File: config.mk
export PLATFORM = sky130hd
export DESIGN_NAME = turn_signal_sequencer
export DESIGN_NICKNAME = d
export VERILOG_FILES = /design/src/rtl/turn_signal_sequencer.sv
export SDC_FILE = /design/constraint.sdc
export NUM_CORES = 1
export LEC_CHECK = 0
export CELL_PAD_IN_SITES_DETAIL_PLACEMENT = 1
export CELL_PAD_IN_SITES_GLOBAL_PLACEMENT = 1
export CORE_AREA = 5 5 42 44
export CTS_BUF_LIST = sky130_fd_sc_hd__clkbuf_8
export DETAILED_ROUTE_END_ITERATION = 8
export DIE_AREA = 0 0 47 49
export GPL_TIMING_DRIVEN = 0
export PLACE_DENSITY_LB_ADDON = 0.1
export RECOVER_POWER = 100
export SLEW_MARGIN = 20
export SYNTH_ARGS = -nofsm -noshare
export SYNTH_HDL_FRONTEND = slang
export SYNTH_SLANG_ARGS = --single-unit
File: constraint.sdc
create_clock -name clk -period 3.4 [get_ports clk]
set_clock_uncertainty 0.15 [all_clocks]
set_input_delay 1.02 -clock clk [delete_from_list [all_inputs] [get_ports clk]]
set_output_delay 1.02 -clock clk [all_outputs]
set_load 0.02 [all_outputs]
File: src/rtl/turn_signal_sequencer.sv
// Sequential tail-lamp turn-signal / hazard controller with a thermometer sweep, a step prescaler and a dark gap.
// Optional brake overlay is compiled in when TURN_SEQ_BRAKE_EN is defined.
module turn_signal_sequencer #(
  parameter int N_LAMPS  = 3,
  parameter int TICK_DIV = 1
) (
  input  logic               clk,
  input  logic               reset_n,
  input  logic               LEFT,
  input  logic               RIGHT,
  input  logic               HAZ,
`ifdef TURN_SEQ_BRAKE_EN
  input  logic               BRAKE,
`endif
  output logic [N_LAMPS-1:0] L_lights,
  output logic [N_LAMPS-1:0] R_lights,
  output logic               busy
);

  localparam int IDX_W = $clog2(N_LAMPS + 1);
  localparam int CNT_W = (TICK_DIV > 1) ? $clog2(TICK_DIV) : 1;

  localparam logic [IDX_W-1:0] IDX_FIRST = IDX_W'(1);
  localparam logic [IDX_W-1:0] IDX_LAST  = IDX_W'(N_LAMPS);
  localparam logic [CNT_W-1:0] CNT_LAST  = CNT_W'(TICK_DIV - 1);

  typedef enum logic [2:0] {
    S_IDLE   = 3'd0,
    S_LSEQ   = 3'd1,
    S_RSEQ   = 3'd2,
    S_HAZ_ON = 3'd3,
    S_GAP    = 3'd4
  } state_t;

  state_t             state_q, state_d;
  logic [IDX_W-1:0]   idx_q, idx_d;
  logic [CNT_W-1:0]   cnt_q, cnt_d;
  logic               tick;
  logic [N_LAMPS-1:0] thermo;
  logic [N_LAMPS-1:0] all_on;

  assign tick   = (cnt_q == CNT_LAST);
  assign all_on = '1;

  // NOTE: state registers use non-blocking assignments so every flop samples
  // pre-edge values; blocking here would create order-dependent races.
  always_ff @(posedge clk or negedge reset_n) begin
    if (!reset_n) begin
      state_q <= S_IDLE;
      idx_q   <= IDX_FIRST;
      cnt_q   <= '0;
    end else begin
      state_q <= state_d;
      idx_q   <= idx_d;
      cnt_q   <= cnt_d;
    end
  end

  // NOTE: every variable gets a default at the top of the block so no path
  // leaves it unassigned, which would otherwise infer a latch.
  always_comb begin
    state_d = state_q;
    idx_d   = idx_q;
    case (state_q)
      S_IDLE: begin
        idx_d = IDX_FIRST;
        if (HAZ || (LEFT && RIGHT)) state_d = S_HAZ_ON;
        else if (LEFT)              state_d = S_LSEQ;
        else if (RIGHT)             state_d = S_RSEQ;
      end
      S_LSEQ, S_RSEQ: begin
        // A hazard request aborts the sweep immediately; the opposite side is ignored.
        if (HAZ) begin
          state_d = S_HAZ_ON;
        end else if (tick) begin
          if (idx_q < IDX_LAST) idx_d = idx_q + IDX_W'(1);
          else                  state_d = S_GAP;
        end
      end
      S_HAZ_ON: if (tick) state_d = S_GAP;
      S_GAP:    if (tick) state_d = S_IDLE;
      default: begin
        state_d = S_IDLE;
        idx_d   = IDX_FIRST;
      end
    endcase
  end

  // Prescaler restarts on any state change so every phase lasts exactly TICK_DIV cycles.
  always_comb begin
    cnt_d = cnt_q + CNT_W'(1);
    if ((state_d == S_IDLE) || (state_d != state_q) || tick) cnt_d = '0;
  end

  always_comb begin
    thermo = '0;
    for (int i = 0; i < N_LAMPS; i++) thermo[i] = (IDX_W'(i) < idx_q);
  end

  always_comb begin
    L_lights = '0;
    R_lights = '0;
    case (state_q)
      S_LSEQ:   L_lights = thermo;
      S_RSEQ:   R_lights = thermo;
      S_HAZ_ON: begin
        L_lights = all_on;
        R_lights = all_on;
      end
      default: ;
    endcase
`ifdef TURN_SEQ_BRAKE_EN
    // Brake lights any side that is not sweeping, without touching the sequencer state.
    if (BRAKE) begin
      case (state_q)
        S_IDLE, S_GAP: begin
          L_lights = all_on;
          R_lights = all_on;
        end
        S_LSEQ:  R_lights = all_on;
        S_RSEQ:  L_lights = all_on;
        default: ;
      endcase
    end
`endif
  end

  assign busy = (state_q != S_IDLE);

endmodule

==> results.md, run 1 <==
* Outcome: finished clean
* Peak per-stage delay on the critical path at 690 ps
* Global Route Usage Sum at approximately an eighth
* Worst hold path stage count at 1
* Achievable clock frequency at about 310 MHz
* Reg power frac at a little under a fifth
* Slowest CP cell: dlygate4sd3_1
* Row cnt at 14
* Post-CTS setup buffers at 0
* Largest buffer count on any clock path at 2
* CTS Hold Bufs at 0
* Share of layout cells above drive strength 1 at 14.29%
* Post-synth top area share at 25.77%
* Initial DRT Pass Iterations at 2
* Clock root cell: clkbuf_8
* CP Class: flop to output pin
* Die ar. at 0.002303 sq mm
* Core Area at 0.001401 sq mm
* Largest family of logic cells by synthesized area: compound AO/OA/AOI/OAI gates
* Buffers and inverters on the worst path at 2
* Seq/Total Area, Yosys at 31.19%
* Worst endpoint data arrival time at 2070 ps
* CP endpoint kind: output pin
* R2R setup slack at around 1700 ps
* Post-synth top area cell: dfrtp_1
* Most common library cells after synthesis: dfrtp_1 (5), inv_1 (5), nor2_1 (4)
* Largest net degree at the start of global routing at 11
* NetSw at 0.3132 mW
* Routed len/inst at 14.23 um
* DRC at 0
* CTS buffer count at 3
* XOR/XNOR Fraction of Synth Area at 0%
* Clock sinks at 6
* Worst skew pair latency at about 220 ps
* Power share of the combinational group at 65.0%
* Layout overhead on the synthesized area at 35.82%
* Vias in the first global route at 460
* HPWL Detailed at 978.3 um
* WL final at 1224 um
* Via density at 5.326
* First-pass GRT wire length at between 2000 and 2500 um
* CTS tree: yes
* Routed Antenna Nets at 0
* Flops & latches, synth at 6
* Int Power at 0.3696 mW
* Max FO, Critical Path at 10
* Post-synthesis cell area at 485.5 sq um
* Hold Vio Cnt, Final at 0
* CTS clk-pin slew, worst paths at ~40 ps
* Worst setup SP type: flop
* Period utilization at 95.19%
* Crit path cell chain: buf_2, nor2b_1, a21boi_0, dlygate4sd3_1
* Distinct cells, synth at 29
* Pwr Density at slightly above 1000 mW/mm^2
* Final net count at 79
* Ys flop type: dfrtp_1
* Avg Cell Area, Syn at 8.827 sq um
* Reg-to-reg startpoint: idx_q[1]
* Fin Setup TNS at 0 ps
* IO buf count at 11
* Total gr overflow at 0
* Hold path start: cnt_q
* Mapped Nets at 63
* Die height at between 40 and 50 um
* Post-Synthesis Cells at 55
* Max_cap viols at 0
* Worst hold path class: flop to flop
* Ant diodes at 0
* I/O pin cnt at 12
* Yosys Warn Count at 0
* Clock power share at 16.1%
* Switching Fraction at 45.87%
* Asr flop ratio synth at 100.0%
* Fin crit period at 3237 ps
* RD Place Congestion at about 0.74
* Die extent in x at about 47 um
* Max Transition Viols Final at 0
* Vias post-DR at roughly 460
* Placement Setup Slack at 430.0 ps
* Synth Area in Compound Gates at 26.29%
* H-Tree Depth at 1
* Crit path max-delay family: buffers and inverters
* Maximum vdd ir drop at 356.4 uV
* WP data required at 2230 ps
* Number of synthesized flops with an enable pin at 0
* Reg2reg end: state_q[2]
* Setup-failing EPs final at 0
* Resize count post-CTS at 0
* RSZ-0062 raised after global routing: no
* Simple-Gate Fraction of Synth Area at 24.74%
* Filler cell count at 167
* Hold path endpoint: state_q[2]
* Post-synthesis mux area share at 0%
* Initial core utilization at 34.64%
* Leakage at 0.2976 nW
* Initial antenna violation count at 0
* R2R depth at 4
* Ranking of synthesized cells by area: dfrtp_1 (26%), ha_1 (7.7%), dfstp_2 (5.4%)
* Slack of the critical path at 163.4 ps
* Initial DRC count at 2
* Post-synthesis adder-cell area fraction at between 10% and 20%
through the flow:
| stage | hold WS (ps) | area [sq um] | power, mW | util (%) | std cells |
|---|---|---|---|---|---|
| after floorplan | 397.5 | 485.5 | 0.4218 | - | 55 |
| after global placement | 458.4 | 615.6 | 0.6011 | 43.93 | 82 |
| after detailed placement | 454.4 | 615.6 | 0.6032 | 43.93 | 82 |
| after CTS | 463.6 | 660.6 | 0.7176 | 47.14 | 86 |
| after global routing | 499.3 | 659.4 | 0.7408 | 47.05 | 86 |
| final | 455.0 | 659.4 | 0.6828 | 47.05 | 86 |
per-layer routing:
layer  GRT usage (%)  routed length [um]  vias to the layer above
met4           1.382                   0                        0
met5               0                   0                        -
met3           4.428                  11                        0
li1                -                   -                      233
met2           20.36                 605                        2
met1           15.59                 607                      223
power groups by stage:
stage                     clock (mW)  sequential, mW  combinational (mW)
after floorplan                    0           0.123               0.299
after global placement             0           0.129               0.472
after detailed placement           0           0.131               0.472
after CTS                      0.114           0.130               0.473
after global routing           0.121           0.134               0.486
final                          0.110           0.129               0.444
sequential cells by signal, indices dropped and copies added (netlist names):
name,cells
cnt_q,1
idx_q,2
state_q,3
how the worst max path moves through the flow:
stage | startpoint | end | slack, ps | cells after the start
after global placement | state_q[2] | L_lights[0] | 440 | 4
after global routing | state_q[2] | L_lights[0] | 60 | 4
final | state_q[2] | L_lights[0] | 160 | 4
after floorplan | state_q[2] | L_lights[0] | 890 | 3
after detailed placement | state_q[2] | L_lights[1] | 430 | 4
after CTS | state_q[2] | L_lights[1] | 190 | 4
kinds of logic after synthesis:
kind of cell | after synthesis
flops | 6
buf+inv | 8
simple gates | 20
other cells | 1
fa+ha+maj | 4
compound gates | 16
cells in the final DEF, fill, tap and decap left out, drive strengths merged, types with 2 or more instances in the layout:
master,count
dlygate4sd3,8
inv,6
dfrtp,5
nor2,4
buf,3
nor2b,3
ha,3
clkbuf,3
clkdlybuf4s50,3
o211ai,3
a21boi,2
a211oi,2
nor3b,2
nor3,2
a21oi,2
a31oi,2
nand3,2
nand4,2
or3,2
final cells by class:
class | instances | area (sq um) | area share (%)
flip-flops and latches | 6 | 151.4 | 22.96
clock buffers | 3 | 41.29 | 6.262
repair buffers | 11 | 110.1 | 16.70
multi-input cells | 41 | 299.0 | 45.35
inverters | 5 | 18.77 | 2.846
plain buffers | 3 | 15.01 | 2.277
clock inverters | 1 | 3.754 | 0.5693
well taps | 16 | 20.02 | 3.036
Power figures use the tool's default switching activity.
==> inputs of run 2 (changes only) <==
SKIP_CTS_REPAIR_TIMING = 1   (was default)
==> results of run 2 <==
Same layout as run 1: the final DEF is identical, and so are final timing and power.
==> inputs of run 3 (changes only) <==
HOLD_SLACK_MARGIN = 0.03   (was default)
SLEW_MARGIN = 5   (was 20)
==> results of run 3 <==
Same layout as run 1: the final DEF is identical, and so are final timing and power.
